==> config.mk <==
export PLATFORM = sky130hd
export DESIGN_NAME = boot_sequencer_flat
export DESIGN_NICKNAME = d
export VERILOG_FILES = /design/src/rtl/boot_sequencer_if.sv /design/src/rtl/boot_sequencer.sv /design/src/flat_wrapper.sv
export SDC_FILE = /design/constraint.sdc
export NUM_CORES = 1
export LEC_CHECK = 0
export ABC_AREA = 1
export CAP_MARGIN = 20
export CORE_UTILIZATION = 44
export CTS_BUF_LIST = sky130_fd_sc_hd__clkbuf_8 sky130_fd_sc_hd__clkbuf_16
export DETAILED_ROUTE_END_ITERATION = 10
export PLACE_DENSITY = 0.78
export SYNTH_ARGS = -nofsm -noshare
export SYNTH_HDL_FRONTEND = slang
export SYNTH_SLANG_ARGS = --single-unit
==> constraint.sdc <==
create_clock -name clk -period 1.6 [get_ports clk]
set_clock_uncertainty 0.05 [all_clocks]
set_input_delay 0.32 -clock clk [delete_from_list [all_inputs] [get_ports clk]]
set_output_delay 0.32 -clock clk [all_outputs]
set_load 0.01 [all_outputs]
==> src/rtl/boot_sequencer_if.sv <==
// Valid/ready word stream feeding the boot sequencer.
// Master drives words; slave answers with ready.
interface boot_sequencer_if;
    logic        in_valid;
    logic [31:0] in_data;
    logic        in_ready;

    modport master (
        output in_valid,
        output in_data,
        input  in_ready
    );

    modport slave (
        input  in_valid,
        input  in_data,
        output in_ready
    );
endinterface

==> src/rtl/boot_sequencer.sv <==
// Boot loader: streams a length-prefixed image into imem, then releases the core.
// Optional trailing checksum word enabled by defining BOOT_CHECKSUM_EN.
module boot_sequencer #(
    parameter int unsigned DEPTH_WORDS = 64,
    parameter logic [31:0] BASE_ADDR   = 32'h0000_0000
) (
    input  logic            clk,
    input  logic            reset,
    boot_sequencer_if.slave in_s,
    input  logic            boot_start,
    output logic            imem_we,
    output logic [31:0]     imem_addr,
    output logic [31:0]     imem_wdata,
    output logic            core_reset,
    output logic            done,
    output logic            error
);
    localparam int IW = $clog2(DEPTH_WORDS) + 1;

    typedef enum logic [2:0] {
        S_LEN,
        S_LOAD,
`ifdef BOOT_CHECKSUM_EN
        S_CSUM,
`endif
        S_FLUSH,
        S_DONE,
        S_ERROR
    } state_t;

    state_t        state;
    state_t        state_n;
    logic [IW-1:0] len_q;
    logic [IW-1:0] idx_q;
    logic          accept;
    logic          len_ok;
    logic          last_word;
    logic          ready_n;
    logic          load_acc;

    assign accept    = in_s.in_valid && in_s.in_ready;
    assign len_ok    = (in_s.in_data != 32'd0) &&
                       (in_s.in_data <= 32'(DEPTH_WORDS));
    assign last_word = (idx_q + IW'(1)) == len_q;
    assign load_acc  = (state == S_LOAD) && accept;

`ifdef BOOT_CHECKSUM_EN
    logic [31:0] sum_q;
    logic        csum_ok;

    assign csum_ok = (sum_q + in_s.in_data) == 32'd0;

    // Running image sum, restarted by each accepted length word
    always_ff @(posedge clk) begin
        if (reset) begin
            sum_q <= '0;
        end else if ((state == S_LEN) && accept) begin
            sum_q <= '0;
        end else if (load_acc) begin
            sum_q <= sum_q + in_s.in_data;
        end
    end
`endif

    // Next-state decode; in_ready follows the state being entered
    always_comb begin
        state_n = state;
        ready_n = 1'b0;
        case (state)
            S_LEN: begin
                if (accept) state_n = len_ok ? S_LOAD : S_ERROR;
            end
            S_LOAD: begin
`ifdef BOOT_CHECKSUM_EN
                if (accept && last_word) state_n = S_CSUM;
`else
                if (accept && last_word) state_n = S_FLUSH;
`endif
            end
`ifdef BOOT_CHECKSUM_EN
            S_CSUM: begin
                if (accept) state_n = csum_ok ? S_FLUSH : S_ERROR;
            end
`endif
            S_FLUSH: state_n = S_DONE;
            S_DONE: begin
                if (boot_start) state_n = S_LEN;
            end
            S_ERROR: state_n = S_ERROR;
            default: state_n = S_LEN;
        endcase
        unique case (state_n)
`ifdef BOOT_CHECKSUM_EN
            S_LEN, S_LOAD, S_CSUM: ready_n = 1'b1;
`else
            S_LEN, S_LOAD: ready_n = 1'b1;
`endif
            default: ready_n = 1'b0;
        endcase
    end

    // State and registered outputs; release waits one full cycle in S_DONE
    always_ff @(posedge clk) begin
        if (reset) begin
            state         <= S_LEN;
            in_s.in_ready <= 1'b0;
            imem_we       <= 1'b0;
            imem_addr     <= '0;
            imem_wdata    <= '0;
            core_reset    <= 1'b1;
            done          <= 1'b0;
            error         <= 1'b0;
        end else begin
            state         <= state_n;
            in_s.in_ready <= ready_n;
            imem_we       <= load_acc;
            if (load_acc) begin
                imem_addr  <= BASE_ADDR + (32'(idx_q) << 2);
                imem_wdata <= in_s.in_data;
            end
            core_reset <= !((state == S_DONE) && (state_n == S_DONE));
            done       <= (state == S_DONE) && (state_n == S_DONE);
            error      <= state_n == S_ERROR;
        end
    end

    // Image length and word index
    always_ff @(posedge clk) begin
        if (reset) begin
            len_q <= '0;
            idx_q <= '0;
        end else if ((state == S_LEN) && accept) begin
            len_q <= in_s.in_data[IW-1:0];
            idx_q <= '0;
        end else if (load_acc) begin
            idx_q <= idx_q + IW'(1);
        end
    end
endmodule

==> src/flat_wrapper.sv <==
// flat-port wrapper written by rule: the top's interface ports become plain ports
module boot_sequencer_flat 
#(
    parameter int unsigned DEPTH_WORDS = 64,
    parameter logic [31:0] BASE_ADDR   = 32'h0000_0000
)
  (clk, reset, boot_start, imem_we, imem_addr, imem_wdata, core_reset, done, error, in_s_in_valid, in_s_in_data, in_s_in_ready);
  boot_sequencer_if in_s_i ();
  input  logic clk;
  input  logic reset;
  input  logic boot_start;
  output logic imem_we;
  output logic [31:0] imem_addr;
  output logic [31:0] imem_wdata;
  output logic core_reset;
  output logic done;
  output logic error;
  input wire logic [$bits(in_s_i.in_valid)-1:0] in_s_in_valid;
  input wire logic [$bits(in_s_i.in_data)-1:0] in_s_in_data;
  output wire logic [$bits(in_s_i.in_ready)-1:0] in_s_in_ready;
  assign in_s_i.in_valid = in_s_in_valid;
  assign in_s_i.in_data = in_s_in_data;
  assign in_s_in_ready = in_s_i.in_ready;
  boot_sequencer #(.DEPTH_WORDS(DEPTH_WORDS), .BASE_ADDR(BASE_ADDR)) u_core (.clk(clk), .reset(reset), .in_s(in_s_i), .boot_start(boot_start), .imem_we(imem_we), .imem_addr(imem_addr), .imem_wdata(imem_wdata), .core_reset(core_reset), .done(done), .error(error));
endmodule
==> impl_metrics.py <==
metrics = {
    "status": {
        "outcome": "finished clean",
    },
    "power_and_ir_drop": {
        "internal_power_w": 0.00263,
        "total_leakage_power_nw": 2.09,
        "ir_worst_vdd_mv": 0.459,
        "p_switching_w": 0.000739,
        "pwr-share-comb_pct": 8.4,
        "power_w": 0.00337,
        "swShare_pct": 21.9,
        "power.density_nw_per_um2": 866,
        "pwr-share-seq_pct": 46.0,
        "power_frac_clock_pct": 45.6,
    },
    "synth": {
        "synth_xor_area_share_pct": 0.321,
        "yosys_warnings": 0,
        "synth.distinct_cells": 29,
        "syn_inst": 371,
        "synth_edf_count": 0,
        "postSynth.asyncResetShare_pct": 0,
        "synth_mux_area_share_pct": 0,
        "syn-cell-area_um2": 2730,
        "synth_top_family_by_area": "simple AND/OR/NAND/NOR gates",
        "syn_avg_cell_area_um2": 7.35,
        "synth_compound_area_share_pct": 13.3,
        "yosys.area_share.simple_pct": 26.8,
        "yosys_register_bits": 61,
        "synthAdderAreaFrac_pct": 0.459,
        "synth_ff_type": "dfxtp_1",
        "yosysSeqAreaShare_pct": 44.8,
    },
    "sta": {
        "tns_ns": 0,
        "fin_crit_sh_pct": 98.0,
        "timing.fmax_ghz": 0.638,
        "drv_slew": 0,
        "finalHoldViolCount": 0,
        "fin_crit_ns": 1.57,
        "rsz0062_at_grt": "no",
        "setup_viol": 0,
    },
    "hold_path": {
        "hold_class": "flip-flop to flip-flop",
        "hp-start": "u_core.len_q[5]",
        "holdPathStages": 2,
        "min_to": "u_core.len_q[5]",
    },
    "worst_setup_path": {
        "r2r.worst_path.cells": 10,
        "critPathMaxFanout": 2,
        "worstPathRequired_ns": 1.23,
        "worst-path-buf-inv": 1,
        "r2r_slack_ns": 0.10,
        "startpoint_type": "flip-flop",
        "critPathTopFamily": "buffers and inverters",
        "worstPathCellList": "clkdlybuf4s50_1",
        "slowest_delay_ns": 0.54,
        "cp.arrival_ns": 1.20,
        "worst_path_max_delay_cell": "clkdlybuf4s50_1",
        "end_kind": "output port",
        "r2r_start": "u_core.idx_q[0]",
        "crit_type": "flip-flop to output port",
        "r2r-end": "u_core.in_s.in_ready",
    },
    "layout": {
        "nFillCells": 500,
        "stdcell_count": 540,
        "postLayoutCellArea_um2": 3890,
        "multi_input_area_um2": 1220,
        "areaGrowthSynthToFinish_pct": 42.7,
        "drive_above_1_share_pct": 10.5,
        "fin_nets": 497,
        "n_antenna_cell": 0,
        "fin_util_pct": 65.4,
        "seq_area_um2": 1220,
    },
    "clock_tree": {
        "clk_pin_slew_worst_paths_ns": 0.07,
        "holdBufCountCts": 0,
        "cts.sinks": 61,
        "cts_setup_buffers": 0,
        "clkLatencyLatePin_ns": 0.33,
        "cts_tree": "done",
        "cts_buffer_depth": 2,
        "cts-htree-levels": 3,
        "cts_buffers": 9,
        "clockRootBuffer": "clkbuf_8",
    },
    "drt": {
        "firstDrtPassIters": 4,
        "via_count": 2565,
        "wire_per_inst_um": 11.9,
        "drc": 0,
        "viasPerCell": 4.75,
        "drtIter0Drc": 131,
        "totalWireLength_mm": 6.43,
        "antenna_left": 0,
    },
    "floorplanning": {
        "dieArea_um2": 6520,
        "die_y_um": 80.7,
        "die_w_um": 80.7,
        "io_pins": 105,
        "placementRows": 28,
        "initial_core_util_pct": 45.8,
        "core_um2": 5960,
    },
    "global_route": {
        "grt_pass1_vias": 2266,
        "met3_usage_pct": 4.49,
        "grt_max_degree": 34,
        "use_met2_pct": 33.2,
        "grt-ovfl-total": 0,
        "grt_busiest_layer": "met2",
        "grtUsageMet1_pct": 24.5,
        "track_usage_pct": 20.2,
        "grt_pass1_wl_mm": 9.98,
        "antenna_found_initial": 0,
    },
    "placement": {
        "gp_congestion": 0.782,
        "place_hpwl_mm": 4.55,
        "portBuffers": 79,
        "place_area_um2": 3580,
        "dp_cells": 524,
    },
    "run": {
        "maxCapViolCount": 0,
    },
}
## logic make-up after synthesis
kind of cell / after synthesis
other cells: 1
buf+inv: 67
flops: 61
simple gates: 170
xor+xnor: 1
compound gates: 70
fa+ha+maj: 1
## through the flow
stage               setup slack [ns]  hold WS (ns)
floorplan                      0.162         0.393
global placement              -0.161         0.404
detailed placement            -0.178         0.415
CTS                          0.00197         0.428
global route                0.000486         0.453
finish                        0.0324         0.426
## sequential cells by signal, summed over array words and instances (netlist names)
name and cells:
u_core.imem_addr 7, u_core.core_reset 1, u_core.in_s.in_ready 1, u_core.imem_wdata 32, u_core.len_q 7, u_core.idx_q 7, u_core.imem_we 1, u_core.error 1
u_core.state 3, u_core.done 1
## metal layers
layer  wire [um]  up-vias
li1            -     1327
met5           0        -
met4         147        0
met1        2820     1145
met3         410       10
met2        3050       83
## power by group through the flow
stage | logic [W] | registers, W | clock network (W)
after CTS | 0.000282 | 0.00155 | 0.00156
after global routing | 0.000315 | 0.00155 | 0.00163
final | 0.000283 | 0.00155 | 0.00154
after detailed placement | 0.000280 | 0.00158 | 0
after global placement | 0.000278 | 0.00158 | 0
after floorplan | 0.000170 | 0.00158 | 0
## Yosys cell counts (all sizes together) (2+ instances only)
cell      n  area share (%)
nor2    100              14
dfxtp    61              45
o21ai    50             9.2
nand2    38             5.4
buf      36             9.8
inv      24             3.3
nand3    21             4.0
a21oi    16             3.1
clkbuf    7             1.0
nand4     7             1.6
o211ai    3            0.83
nand3b    2            0.55
## cells in the final DEF (no fill, tap or decap), drive strengths merged
cell           synthesis  routed
ha                     1       1
o21ai                 50      50
dlygate4sd2            0       3
bufinv                 0       2
conb                   1      25
inv                   24      25
a21oi                 16      16
a21boi                 1       1
nand4                  7       7
dfxtp                 61      61
buf                   36      18
o211ai                 3       3
nand2                 38      38
clkdlybuf4s50          0      46
nor2                 100     100
clkbuf                 7      11
clkinv                 0       2
or3                    1       1
nor3                   1       1
dlymetal6s2s           0      30
xnor2                  1       1
nand3                 21      21
nand3b                 2       2
## what timing repair did
action | 4_1_cts | 5_1_grt
endpoints found under the hold margin | 0 | 0
gates resized for setup | 4 | 34
setup endpoints to repair | 4 | 33
## area by class of cell
| cell class | count | share of cell area (%) |
|---|---|---|
| sequential | 61 | 31.5 |
| multi-input combinational | 267 | 31.4 |
| timing repair buffer | 97 | 26.6 |
| clock buffer | 11 | 3.89 |
| tap | 75 | 2.41 |
| inverter | 24 | 2.31 |
| clock inverter | 5 | 1.90 |
## worst max path at each step
| stage | cells after the start | from | end |
|---|---|---|---|
| 2_1_floorplan | 10 | u_core.idx_q[1] | u_core.in_s.in_ready |
| 3_3_place_gp | 9 | in_s_in_data[15] | u_core.in_s.in_ready |
| 5_1_grt | 1 | u_core.imem_wdata[26] | imem_wdata[26] |
| 6_report | 1 | u_core.imem_wdata[1] | imem_wdata[1] |
| 3_5_place_dp | 9 | in_s_in_data[15] | u_core.in_s.in_ready |
| 4_1_cts | 1 | u_core.imem_wdata[28] | imem_wdata[28] |
No activity file was read; power rests on OpenSTA's default activity.
